## src/rtl/addn_pkg.sv

```systemverilog
// Shared types and constants for the chunk-serial adder (addn_seq).
// The optional subtract mode is enabled with the ADDN_SUB_EN macro in addn_seq.
package addn_pkg;

    localparam int ADDN_WIDTH = 32;
    localparam int ADDN_CHUNK = 8;

    typedef enum logic [1:0] {
        ADDN_IDLE,
        ADDN_RUN,
        ADDN_DONE
    } addn_state_e;

    // Step counter width; a single-step configuration still needs one bit.
    function automatic int addn_step_w(input int steps);
        return (steps > 1) ? $clog2(steps) : 1;
    endfunction

endpackage

```

## src/rtl/addn_seq_add_chunk.sv

```systemverilog
// Combinational CHUNK-bit ripple adder built from per-bit full-adder cells.
// Also exposes the carry into the slice MSB so the caller can derive signed overflow.
module add_chunk #(
    parameter int CHUNK = 8
) (
    input  logic [CHUNK-1:0] a,
    input  logic [CHUNK-1:0] b,
    input  logic             cin,
    output logic [CHUNK-1:0] s,
    output logic             cout,
    output logic             cmsb
);

    logic [CHUNK:0] c;

    assign c[0] = cin;

    for (genvar i = 0; i < CHUNK; i++) begin : g_fa
        assign s[i]   = a[i] ^ b[i] ^ c[i];
        assign c[i+1] = (a[i] & b[i]) | (c[i] & (a[i] ^ b[i]));
    end

    assign cout = c[CHUNK];
    assign cmsb = c[CHUNK-1];

endmodule

```

## src/rtl/addn_seq.sv

```systemverilog
// Chunk-serial WIDTH-bit adder with valid/ready on both sides; one CHUNK slice per cycle.
// Define ADDN_SUB_EN to add the sub port (a - b - cin using inverted b and carry-in).
module addn_seq
    import addn_pkg::*;
#(
    parameter int WIDTH = ADDN_WIDTH,
    parameter int CHUNK = ADDN_CHUNK
) (
    input  logic             clk,
    input  logic             rst_n,
    input  logic             in_valid,
    output logic             in_ready,
    input  logic [WIDTH-1:0] a,
    input  logic [WIDTH-1:0] b,
    input  logic             cin,
`ifdef ADDN_SUB_EN
    input  logic             sub,
`endif
    output logic             out_valid,
    input  logic             out_ready,
    output logic [WIDTH-1:0] sum,
    output logic             cout,
    output logic             ovf
);

    localparam int STEPS  = WIDTH / CHUNK;
    localparam int STEP_W = addn_step_w(STEPS);
    localparam logic [STEP_W-1:0] LAST_STEP = STEP_W'(STEPS - 1);

    addn_state_e       state;
    addn_state_e       state_next;
    logic [STEP_W-1:0] step;
    logic              carry;
    logic [WIDTH-1:0]  opa;
    logic [WIDTH-1:0]  opb;
    logic [WIDTH-1:0]  b_eff;
    logic              cin_eff;
    logic [CHUNK-1:0]  slice_sum;
    logic              slice_cout;
    logic              slice_cmsb;
    logic [WIDTH-1:0]  sum_shift;
    logic              last_step;
    logic              accept;

`ifdef ADDN_SUB_EN
    assign b_eff   = sub ? ~b : b;
    assign cin_eff = sub ? ~cin : cin;
`else
    assign b_eff   = b;
    assign cin_eff = cin;
`endif

    assign last_step = (step == LAST_STEP);
    assign accept    = (state == ADDN_IDLE) && in_valid;
    assign in_ready  = (state == ADDN_IDLE);
    assign out_valid = (state == ADDN_DONE);

    // Operands shift right each step, so the active slice always sits in the low CHUNK bits.
    add_chunk #(.CHUNK(CHUNK)) u_chunk (
        .a    (opa[CHUNK-1:0]),
        .b    (opb[CHUNK-1:0]),
        .cin  (carry),
        .s    (slice_sum),
        .cout (slice_cout),
        .cmsb (slice_cmsb)
    );

    // New slices enter at the top; after STEPS shifts the first slice lands at bit 0.
    assign sum_shift = WIDTH'({slice_sum, sum} >> CHUNK);

    always_ff @(posedge clk or negedge rst_n) begin
        if (!rst_n) begin
            state <= ADDN_IDLE;
        end else begin
            state <= state_next;
        end
    end

    always_comb begin
        state_next = state;
        unique case (state)
            ADDN_IDLE: if (in_valid)  state_next = ADDN_RUN;
            ADDN_RUN:  if (last_step) state_next = ADDN_DONE;
            ADDN_DONE: if (out_ready) state_next = ADDN_IDLE;
            default:                  state_next = ADDN_IDLE;
        endcase
    end

    always_ff @(posedge clk or negedge rst_n) begin
        if (!rst_n) begin
            step  <= '0;
            carry <= 1'b0;
            sum   <= '0;
            cout  <= 1'b0;
            ovf   <= 1'b0;
        end else if (accept) begin
            step  <= '0;
            carry <= cin_eff;
        end else if (state == ADDN_RUN) begin
            carry <= slice_cout;
            sum   <= sum_shift;
            if (last_step) begin
                cout <= slice_cout;
                ovf  <= slice_cmsb ^ slice_cout;
            end else begin
                step <= step + STEP_W'(1);
            end
        end
    end

    // Operand holding registers carry no state worth resetting.
    always_ff @(posedge clk) begin
        if (accept) begin
            opa <= a;
            opb <= b_eff;
        end else if (state == ADDN_RUN) begin
            opa <= opa >> CHUNK;
            opb <= opb >> CHUNK;
        end
    end

endmodule

```

## config.mk

```make
export PLATFORM = sky130hd
export DESIGN_NAME = addn_seq
export DESIGN_NICKNAME = d
export VERILOG_FILES = /design/src/rtl/addn_pkg.sv /design/src/rtl/addn_seq_add_chunk.sv /design/src/rtl/addn_seq.sv
export SDC_FILE = /design/constraint.sdc
export NUM_CORES = 1
export LEC_CHECK = 0
export BUFFER_PORTS_ARGS = -buffer_cell sky130_fd_sc_hd__clkbuf_2
export CAP_MARGIN = 0
export CORE_ASPECT_RATIO = 1.1
export CORE_MARGIN = 1
export CORE_UTILIZATION = 55
export CTS_CLUSTER_DIAMETER = 200
export CTS_CLUSTER_SIZE = 14
export DETAILED_ROUTE_END_ITERATION = 10
export GPL_TIMING_DRIVEN = 0
export PLACE_DENSITY = 0.81
export SYNTH_ARGS = -nofsm -noshare
export SYNTH_HDL_FRONTEND = slang
export SYNTH_SLANG_ARGS = --single-unit
```

## constraint.sdc

```tcl
create_clock -name clk -period 8.4 [get_ports clk]
set_input_delay 1.68 -clock clk [delete_from_list [all_inputs] [get_ports clk]]
set_output_delay 1.68 -clock clk [all_outputs]
set_load 0.05 [all_outputs]
```

# After elaboration in Yosys (flattened, before gate mapping)
# Index checks and enable logic that the tools add are counted.
[totals] elab_cells=78 input_bits=69 ff_bits=103
[op_classes] n_reduce_logical=7 addsub=1 muxes=13 eq_ne=7 bitwise_logic=42
[ops] operator="$mux W32" count=4
[ops] operator="$xor A1 B1 Y1" count=17
[ops] operator="$and A1 B1 Y1" count=16
[ops] operator="$mux W2" count=6
[ops] operator="$or A1 B1 Y1" count=8
[ops] operator="$pmux W2 S3" count=1
[ops] operator="$reduce_and A3 Y1" count=2
[ops] operator="$eq A2 B2 Y1 const B" count=2
[ops] operator="$ne A2 B1 Y1 const B" count=2
[ops] operator="$ne A2 B2 Y1 const B" count=2
[ops] operator="$reduce_and A2 Y1" count=2
[ops] operator="$add A2 B1 Y2 const B" count=1
[ops] operator="$eq A2 B1 Y1 const B" count=1
[ops] operator="$logic_not A2 Y1" count=1
[ops] operator="$mux W1" count=2
[ops] operator="$reduce_bool A2 Y1" count=1
[ops] operator="$logic_and A1 B1 Y1" count=1
[ops] operator="$not A1 Y1" count=1

# Logic depth before layout (Yosys ltp)
# Gate-level depths: netlist of run 1.
[depth] word_depth=19 depth_mapped=14

# Cells and area by module
# From an unflattened synthesis of run 1, not the netlist that was laid out.
[hier_totals] hier_cells=251 area_unflattened_um2=4710.8
[by_module_without_submodules] mod="addn_seq" n_inst=1 area_each_um2=4513.1 cells_each=233 seq_area_each_um2=2897.8
[by_module_without_submodules] mod="add_chunk" n_inst=1 area_each_um2=197.7 cells_each=18 seq_area_each_um2=0.0

# Least setup slack after synthesis of run 1
# OpenSTA, ideal clock, no wires.
[synth_timing] kind="register to register" start="register carry" end="register sum[31]" path_stages_with_launch=13 slack_ns=4.761 t_arrival_ns=3.557 required_ns=8.317 path_cell_list="dfrtp_1 fa_1 inv_1 fa_1 inv_1 fa_1 fa_1 fa_1 fa_1 fa_1 inv_1 fa_1 o21ai_0"
[synth_between] elab_chain_len=15
[synth_rtl] item="from (decl)" line="addn_seq.sv:33" source="logic carry;"
[synth_rtl] item="from (signal assigned)" line="addn_seq.sv:98" source="carry <= cin_eff;"
[synth_rtl] item="from (signal assigned)" line="addn_seq.sv:100" source="carry <= slice_cout;"
[synth_rtl] item="$and A1 B1 Y1" line="addn_seq_add_chunk.sv:20" source="assign c[i+1] = (a[i] & b[i]) | (c[i] & (a[i] ^ b[i]));"
[synth_rtl] item="$or A1 B1 Y1" line="addn_seq_add_chunk.sv:20"
[synth_rtl] item="$and A1 B1 Y1" line="addn_seq_add_chunk.sv:20"
[synth_rtl] item="$or A1 B1 Y1" line="addn_seq_add_chunk.sv:20"
[synth_rtl] item="$and A1 B1 Y1" line="addn_seq_add_chunk.sv:20"
[synth_rtl] item="$or A1 B1 Y1" line="addn_seq_add_chunk.sv:20"
[synth_rtl] item="$and A1 B1 Y1" line="addn_seq_add_chunk.sv:20"
[synth_rtl] item="$or A1 B1 Y1" line="addn_seq_add_chunk.sv:20"
[synth_rtl] item="$and A1 B1 Y1" line="addn_seq_add_chunk.sv:20"
[synth_rtl] item="$or A1 B1 Y1" line="addn_seq_add_chunk.sv:20"
[synth_rtl] item="$and A1 B1 Y1" line="addn_seq_add_chunk.sv:20"
[synth_rtl] item="$or A1 B1 Y1" line="addn_seq_add_chunk.sv:20"
[synth_rtl] item="$and A1 B1 Y1" line="addn_seq_add_chunk.sv:20"
[synth_rtl] item="$or A1 B1 Y1" line="addn_seq_add_chunk.sv:20"
[synth_rtl] item="$xor A1 B1 Y1" line="addn_seq_add_chunk.sv:19" source="assign s[i] = a[i] ^ b[i] ^ c[i];"
[synth_rtl] item="to (signal assigned)" line="addn_seq.sv:101" source="sum <= sum_shift;"
[synth_rtl] item="to (decl)" line="addn_seq.sv:21" source="output logic [WIDTH-1:0] sum,"
# No other way between the ends.
# A chain may end at the register's enable or synchronous reset.

# Worst setup path in the final report of run 1
# Ends and elaborated chain as after synthesis.

==> metrics.cfg, run 1 <==
[status]
status = complete, no violations

[placed_design]
placed_cell_area_sq_um = 5150
hpwl_microns = 5480
io_buffers = 104
dp_slack_ns = 4.52
placed_cells = 468
place_congestion = 0.724

[global_routing]
grt_max_degree = 43
track_usage_pct = 19.3
grt-ovfl-total = 0
first_global_vias = 2586
grt_pass1_wl_microns = 11800
antenna_found_initial = 0

[worst_setup_path]
cp_max_fo = 3
startpoint_type = flip-flop
critPathBufInv = 3
crit_chain = fa_1 > inv_1 > fa_1 > inv_1 > fa_1 > fa_1 > fa_1 > fa_1 > fa_1 > inv_1 > fa_1 > o21ai_0
cp_top_family = adder cells
rrSetupSlack_ns = 4.50
crit_arrival_ns = 4.18
critPathKind = reg -> reg
cp_slowest_cell = dfrtp_1
slowest_delay_ns = 0.43
critPathRequiredTime_ns = 8.69
cp-end-kind = flip-flop
crit_top_cell = fa_1

[sta]
fin_crit_ns = 3.90
slew_headroom_pct = 37.8
whs_ns = 0.503
max_clock_freq_mhz = 257
tightest_slew_ns = 0.933
finalClockSkew_ns = 0.00751
finalCritPeriodShare_pct = 46.4
rsz0062_at_grt = false
finalHoldViolCount = 0
setup_slack_ns = 4.50
tns_ns = 0
final_max_slew_viol_count = 0
setup_viol = 0

[layout]
nNetsFinal = 449
regArea_sq_um = 2900
drive_gt1_share_pct = 56.9
fin_util_pct = 68.4
stdcell_count = 484
area_growth_pct = 20.9
num_antenna_cells = 0
multi_input_area_sq_um = 1410
final_area_sq_um = 5410
n_fill_cell = 565

[routing]
wirelength_microns = 7470
drtIter0Drc = 40
wl_per_cell_microns = 15.4
drc = 0
via_per_inst = 5.13
drtPass1Iterations = 4
vias = 2484
antenna_left = 0

[clocking]
clk_pin_slew_worst_paths_ns = 0.09
cts_buffers = 9
ctsResizeCount = 0
tritoncts = done
root_buffer = clkbuf_8
ctsHoldBuffers = 0
htreeDepth = 3
cts_buffer_depth = 2
worstSkewPairLatency_ns = 0.36
cts.sinks = 103
postCtsSetupBuffers = 0

[synthesis]
syn-num-nets = 333
netlist_instances = 255
yosysUniqueCellTypes = 28
yosys_warnings = 0
yosysSeqAreaShare_pct = 64.8
netlist_area_sq_um = 4470
ys_ff_latch = 103
synth.avg_cell_area_sq_um = 17.5

[die]
start_util_pct = 56.5
core_sq_um = 7910
die_y_microns = 96.6
io-pin-count = 105
dieArea_sq_um = 8500
dieWidth_microns = 88.0
rows = 34

[hold_path]
min_path_type = reg -> reg

[flow_run]
maxCapViolCount = 0

[power]
power.total_mw = 2.50
ir_worst_vdd_uv = 167
p_leak_nw = 2.45
p_per_area_nw_per_um2 = 462

==> worst paths after layout <==
path,to,from,cells after the start
worst max-delay path,sum[31],carry,12
max in group asynchronous,sum[20],rst_n,1
worst min register to register,cout,cout,2
min in group asynchronous,sum[15],rst_n,1
worst min-delay path,cout,cout,2
worst max register to register,sum[31],carry,12
==> cells in the mapped netlist <==
| cell | n | share of area, % |
|---|---|---|
| edfxtp_1 | 64 | 43 |
| mux2_2 | 59 | 15 |
| dfrtp_1 | 39 | 22 |
| mux2_4 | 20 | 6.7 |
| and3_1 | 16 | 2.2 |
| inv_1 | 10 | 0.84 |
| fa_1 | 8 | 3.6 |
| buf_6 | 6 | 1.5 |
| o21ai_0 | 5 | 0.56 |
| nand2_1 | 4 | 0.34 |
| a22o_1 | 3 | 0.59 |
| buf_12 | 2 | 0.89 |
| buf_4 | 2 | 0.34 |
| nand2b_1 | 2 | 0.28 |
| nor2_1 | 2 | 0.17 |
| a21oi_1 | 1 | 0.11 |
| buf_2 | 1 | 0.11 |
| clkbuf_1 | 1 | 0.084 |
| ha_1 | 1 | 0.28 |
| nand2b_4 | 1 | 0.31 |
| nand3b_1 | 1 | 0.17 |
| nor2_4 | 1 | 0.25 |
| nor2b_1 | 1 | 0.14 |
| nor3_1 | 1 | 0.11 |
| nor3_2 | 1 | 0.22 |
| o21bai_1 | 1 | 0.17 |
| o32ai_1 | 1 | 0.20 |
| xor2_1 | 1 | 0.20 |
==> routing by layer <==
metal	part of all wire [%]	vias to the layer above	routed length, microns	GRT usage (%)
li1	-	1166	-	-
met1	36	1198	2690	19.4
met2	54	99	4010	35.7
met3	7.0	21	523	5.01
met4	3.3	0	245	11.1
met5	0	-	0	0
==> power breakdown <==
group	internal [mW]	switching (mW)	total, mW
Clock	0.228	0.161	0.389
Sequential	0.868	0.115	0.983
Combinational	0.475	0.651	1.13
==> worst reg2reg max path, cell delays in order (launching register included) <==
cell,delay (ns)
dfrtp_1,0.43
fa_1,0.42
inv_1,0.07
fa_1,0.16
inv_1,0.05
fa_1,0.39
fa_1,0.42
fa_1,0.41
fa_1,0.39
fa_1,0.43
inv_1,0.09
fa_1,0.40
o21ai_0,0.15
==> cell type report <==
cell class	instances	area share, %
flip-flops and latches	103	53.6
multi-input cells	130	26.0
repair buffers	105	9.99
well taps	108	2.50
clock inverters	6	2.45
plain buffers	12	2.43
clock buffers	10	2.36
inverters	10	0.694
==> state kept, by name (all words and copies together) (netlist names) <==
| register | count |
|---|---|
| opa | 32 |
| opb | 32 |
| sum | 32 |
| state | 2 |
| step | 2 |
| carry | 1 |
| cout | 1 |
| ovf | 1 |
==> cells by family (layout without fill, tap and decap cells) <==
family                   Yosys count  in the layout  synth area share [%]
buffers and inverters             22            143                  3.77
AO/OA/AOI/OAI                     11             11                  1.62
adder cells (fa/ha/maj)            9              9                  3.86
flip-flops                       103            103                  64.8
multiplexers                      79             79                  21.6
AND/OR/NAND/NOR                   30             30                  4.22
XOR/XNOR                           1              1                 0.196
==> cells in the final DEF (no fill, tap or decap) <==
master / n
buf_2: 1
edfxtp_1: 64
inv_2: 1
nand2b_1: 2
ha_1: 1
mux2_2: 59
fa_1: 8
nand2b_4: 1
buf_12: 3
a22o_1: 3
o21bai_1: 1
nand2_1: 4
nor3_2: 1
a21oi_1: 1
clkbuf_1: 2
xor2_1: 1
nor2_4: 1
and3_1: 16
clkinv_2: 1
o21ai_0: 5
bufinv_16: 4
mux2_4: 20
inv_1: 9
nand3b_1: 1
nor2_1: 2
nor2b_1: 1
o32ai_1: 1
clkbuf_2: 104
nor3_1: 1
buf_6: 6
clkbuf_8: 9
clkinvlp_4: 1
dfrtp_1: 39
buf_4: 2
(Power assumes the default switching activity.)
==> run 2: changes to the inputs <==
ABC_AREA = 1   (was unset)
CORE_UTILIZATION = 48   (was 55)
PLACE_DENSITY = 0.75   (was 0.81)
clock period = 3.5 ns   (was 8.4 ns; I/O delays follow)
==> run 2 against run 1 <==
Largest power group unchanged. The flow now finishes with violations (negative setup slack). Sequential cell count stayed put. Design area fell by 0.44%. Global-route usage is 1.6 points higher. Core utilization down 8.0 points. Setup slack got worse by 4.6 ns. Power grew 130%. Clock-buffer cell count decreased by 1. Critical path type unchanged. Clock skew grew 0.0080 ns. Critical path depth is the same. Sequential power rose by 140%. Hold slack worse by 0.037 ns. Critical endpoint unchanged. Non-clock buffer count is 13 higher.
==> metrics.cfg, run 2 <==
[power]
p_per_area_nw_per_um2 = 1070
ir_worst_vdd_uv = 406
p_leak_nw = 2.73

[clocking]
tritoncts = done
cts_buffer_depth = 2
ctsHoldBuffers = 0
root_buffer = clkbuf_8
cts_buffers = 9
clk_pin_slew_worst_paths_ns = 0.10
htreeDepth = 3
worstSkewPairLatency_ns = 0.37
cts.sinks = 103

[worst_setup_path]
cp-end-kind = flip-flop
critPathRequiredTime_ns = 3.78
slowest_delay_ns = 0.45
startpoint_type = flip-flop
critPathBufInv = 3
critPathKind = reg -> reg
cp_top_family = adder cells
crit_top_cell = fa_2
crit_chain = fa_2 > inv_2 > fa_2 > inv_2 > fa_2 > fa_2 > fa_2 > fa_2 > fa_2 > inv_2 > fa_2 > o21ai_2
crit_arrival_ns = 3.93
cp_max_fo = 2
cp_slowest_cell = fa_2

[routing]
drc = 0
wl_per_cell_microns = 13.5
vias = 3310
via_per_inst = 4.88
antenna_left = 0
wirelength_microns = 9150
drtPass1Iterations = 4
drtIter0Drc = 116

[global_routing]
grt_util_met2_pct = 36.3
grt-ovfl-total = 0
grt_pass1_wl_microns = 14900
antenna_found_initial = 0
grt_max_degree = 50
gr-max-usage-layer = met2
track_usage_pct = 20.9
met3_usage_pct = 4.28
first_global_vias = 3196
grt_use_met1_pct = 24.4

[synthesis]
async_flop_share_pct = 37.9
ys_ff_latch = 103
yosysMostFrequentCell = nand2_1
yosysUniqueCellTypes = 17
synth_commonest_cells = 173 x nand2_1, 64 x edfxtp_1, 54 x nand3_1, 39 x dfrtp_1, 37 x inv_1
synth.top_cell.area_share_pct = 43.2
synth_edf_count = 64
syn-num-nets = 520
synth_ff_type = edfxtp_1
netlist_area_sq_um = 4450
yosys-top-cells-area = edfxtp_1 43%, dfrtp_1 22%, nand2_1 15%
post-synth-top-area-cell = edfxtp_1
yosysSeqAreaShare_pct = 65.1
netlist_instances = 442
yosys_warnings = 0
synth.avg_cell_area_sq_um = 10.1

[layout]
fin_util_pct = 60.4
nNetsFinal = 637
final_area_sq_um = 5390
layout_common_cells = 172 x nand2_1, 103 x clkbuf_2, 64 x edfxtp_1
largestRegisters = opa: 32 flops, opb: 32 flops, sum: 32 flops
stdcell_count = 678
area_growth_pct = 21.1
drive_gt1_share_pct = 27.5
num_antenna_cells = 0
final_common_cell = nand2_1

[sta]
whs_ns = 0.467
finalHoldViolCount = 0
finalClockSkew_ns = 0.0155
tightest_slew_ns = 0.948
setup_viol = 2
max_clock_freq_mhz = 274
slew_headroom_pct = 36.8
fin_crit_ns = 3.65
rsz0062_at_grt = true
final_max_slew_viol_count = 0
finalCritPeriodShare_pct = 104
setup_slack_ns = -0.146
tns_ns = -0.220

[die]
dieWidth_microns = 93.8
dieArea_sq_um = 9660
core_sq_um = 8920
die_y_microns = 103
start_util_pct = 49.9
io-pin-count = 105
rows = 36

[placed_design]
placed_cells = 660
hpwl_microns = 6610
placed_cell_area_sq_um = 5140
io_buffers = 103
place_congestion = 0.792

[status]
status = complete, but fails checks
violations = negative setup slack

[flow_run]
maxCapViolCount = 0

[hold_path]
min_path_type = in -> async

==> run 2: cell types whose count changed after synthesis, sizes merged, moves of 2 or more <==
cell / before / now
nand2b: 3 / 0
o21ai: 5 / 19
nor3: 2 / 0
and3: 16 / 0
buf: 11 / 18
nand3: 0 / 54
clkbuf: 1 / 6
a22o: 3 / 0
mux2: 79 / 0
nand2: 4 / 175
nor2: 3 / 19
inv: 10 / 38
==> run 2: final timing paths <==
check	end	slack (ns)	depth (start not counted)	start
worst max-delay path	sum[31]	-0.15	12	carry
worst min-delay path	sum[7]	0.47	1	rst_n
worst max register to register	sum[31]	-0.15	12	carry
worst min register to register	sum[7]	0.49	2	sum[7]
max in group asynchronous	sum[24]	2.45	1	rst_n
min in group clk	sum[7]	0.49	2	sum[7]
==> run 2: layer usage <==
layer | share of wire, % | routed length, microns
met1 | 40 | 3710
met2 | 50 | 4610
met3 | 6.4 | 586
met4 | 2.7 | 247
met5 | 0 | 0
==> run 2: metrics by stage <==
stage                     worst slack (ns)  power, mW
after floorplan                     0.0350       4.19
after global routing                -0.238       6.17
after CTS                          -0.0976       5.74
final                               -0.146       5.75
after global placement             -0.0934       4.75
after detailed placement            -0.205       4.89
==> run 2: what timing repair did <==
| item | 4_1_cts | 5_1_grt |
|---|---|---|
| resized for setup | 11 | 1 |
| pin swaps | 4 | 4 |
| setup buffers | 1 | 1 |
| setup endpoints to repair | 4 | 4 |
| endpoints found under the hold margin | 0 | 0 |
==> run 2: power by group <==
| part | switching, mW | internal, mW | leakage (nW) |
|---|---|---|---|
| sequential | 0.276 | 2.09 | 1.17 |
| combinational | 1.85 | 0.756 | 1.45 |
| clock | 0.430 | 0.348 | 0.108 |
| total | 2.56 | 3.19 | 2.73 |
==> run 2: cells by family after synthesis <==
group / count (synthesis) / synth area share, %
DFF: 103 / 65.1
and+or+nand+nor: 249 / 22.9
adders and majority gates: 9 / 3.88
buffers and inverters: 62 / 5.96
AOI/OAI and AO/OA: 19 / 2.14
==> run 2: final cells by class <==
type                            count  area (sq um)
Fill cell                         733          3530
Sequential cell                   103          2900
Multi-Input combinational cell    277          1320
Timing Repair Buffer              106           551
Inverter                           38           143
Tap cell                          114           143
Clock buffer                        9           124
Buffer                             24           123
Clock inverter                      7          90.1
==> run 3: changes to the inputs <==
CORE_ASPECT_RATIO = 0.9   (was 1.1)
==> run 3 against run 2 <==
The run still ends with negative setup slack left. Core utilization is 0.89 points higher. Critical path type unchanged. Critical endpoint unchanged. Global-route usage is 0.88 points lower. Largest power group unchanged. Clock power is 5.5% lower.
==> metrics.cfg, run 3 (synthesis gave the netlist of run 2 again) <==
[global_routing]
grt_pass1_wl_microns = 14300
grt_max_degree = 50
first_global_vias = 3138
grt-ovfl-total = 0
antenna_found_initial = 0
track_usage_pct = 20.0

[sta]
finalCritPeriodShare_pct = 101
setup_slack_ns = -0.0290
slew_headroom_pct = 38.4
final_max_slew_viol_count = 0
tightest_slew_ns = 0.924
rsz0062_at_grt = true
finalClockSkew_ns = 0.00785
finalHoldViolCount = 0
whs_ns = 0.455
max_clock_freq_mhz = 283
fin_crit_ns = 3.53
setup_viol = 1

[layout]
final_common_cell = nand2_1
num_antenna_cells = 0
nNetsFinal = 636
area_growth_pct = 20.8
drive_gt1_share_pct = 28.1
layout_common_cells = 168 x nand2_1, 103 x clkbuf_2, 64 x edfxtp_1
largestRegisters = opa: 32 flops, opb: 32 flops, sum: 32 flops

[clocking]
cts_buffers = 9
cts_buffer_depth = 2
cts.sinks = 103
worstSkewPairLatency_ns = 0.37
clk_pin_slew_worst_paths_ns = 0.10
root_buffer = clkbuf_8
htreeDepth = 3
tritoncts = done

[status]
status = complete, but fails checks
violations = negative setup slack

[power]
p_per_area_nw_per_um2 = 1050
ir_worst_vdd_uv = 497
p_leak_nw = 2.72

[die]
io-pin-count = 105
rows = 32
core_sq_um = 8770
die_y_microns = 93.3
start_util_pct = 50.7
dieWidth_microns = 103
dieArea_sq_um = 9660

[worst_setup_path]
crit_top_cell = fa_2
cp_slowest_cell = fa_2
startpoint_type = flip-flop
crit_chain = fa_2 > inv_2 > fa_2 > inv_2 > fa_2 > fa_2 > fa_2 > fa_2 > fa_2 > inv_2 > fa_2 > o21ai_1
crit_arrival_ns = 3.83
critPathKind = reg -> reg
cp_max_fo = 2
cp-end-kind = flip-flop
slowest_delay_ns = 0.43
critPathRequiredTime_ns = 3.80

[placed_design]
io_buffers = 103
place_congestion = 0.783
hpwl_microns = 6430
dp_slack_ns = -0.155

[routing]
via_per_inst = 4.83
drtPass1Iterations = 4
drtIter0Drc = 194
wl_per_cell_microns = 12.9
antenna_left = 0
wirelength_microns = 8790
drc = 0
vias = 3293

[hold_path]
min_path_type = in -> async

[flow_run]
maxCapViolCount = 0

-- run 3: final cells by class --
class,instances,area [sq um]
fillers,727,3390
inverters,38,143
plain buffers,24,123
clock buffers,10,149
flip-flops and latches,103,2900
well taps,119,149
multi-input cells,277,1320
clock inverters,6,47.5
repair buffers,105,543
-- run 3: routing by layer --
metal / routed length (microns) / share of wire, % / global-route usage [%] / vias to the layer above
met2: 4240 / 48 / 33.1 / 137
met1: 3750 / 43 / 24.7 / 1493
li1: - / - / - / 1649
met4: 152 / 1.7 / 6.69 / 0
met5: 0 / 0 / 0 / -
met3: 657 / 7.5 / 6.35 / 14
-- run 3: repair_timing --
item,4_1_cts,5_1_grt
pin swaps,3,5
setup buffers,1,0
hold buffers,0,0
endpoints found under the setup margin,4,4
resized for setup,9,6
-- run 3: worst max-delay path: cells and delay by family (launching register included) --
family                   cells  cell delay (ns)
adder cells (fa/ha/maj)      8             2.75
flip-flops                   1             0.42
buffers and inverters        3             0.18
AO/OA/AOI/OAI                1             0.12
-- run 3: final timing paths --
path,cells past startpoint,startpoint,end,slack (ns)
max,12,carry,sum[31],-0.03
min,1,rst_n,sum[15],0.45
max reg2reg,12,carry,sum[31],-0.03
min reg2reg,2,sum[4],sum[4],0.49
max in group asynchronous,1,rst_n,sum[1],2.48
min in group clk,2,sum[4],sum[4],0.49
-- run 3: power breakdown --
part	total [mW]	internal, mW	leakage [nW]	switching [mW]
Combinational	2.54	0.727	1.45	1.82
Sequential	2.36	2.09	1.17	0.266
Clock	0.735	0.311	0.101	0.423
-- run 3: stage by stage --
stage / utilization (%) / setup TNS (ns) / cells / area [sq um] / power, mW
after detailed placement: 58.6 / -0.298 / 665 / 5140 / 4.86
after CTS: 61.1 / -0.0834 / 682 / 5360 / 5.62
after floorplan: - / 0 / 442 / 4460 / 4.19
after global routing: 61.3 / -0.329 / 682 / 5370 / 6.06
final: 61.3 / -0.0290 / 682 / 5370 / 5.63
after global placement: 58.4 / -0.137 / 664 / 5120 / 4.76
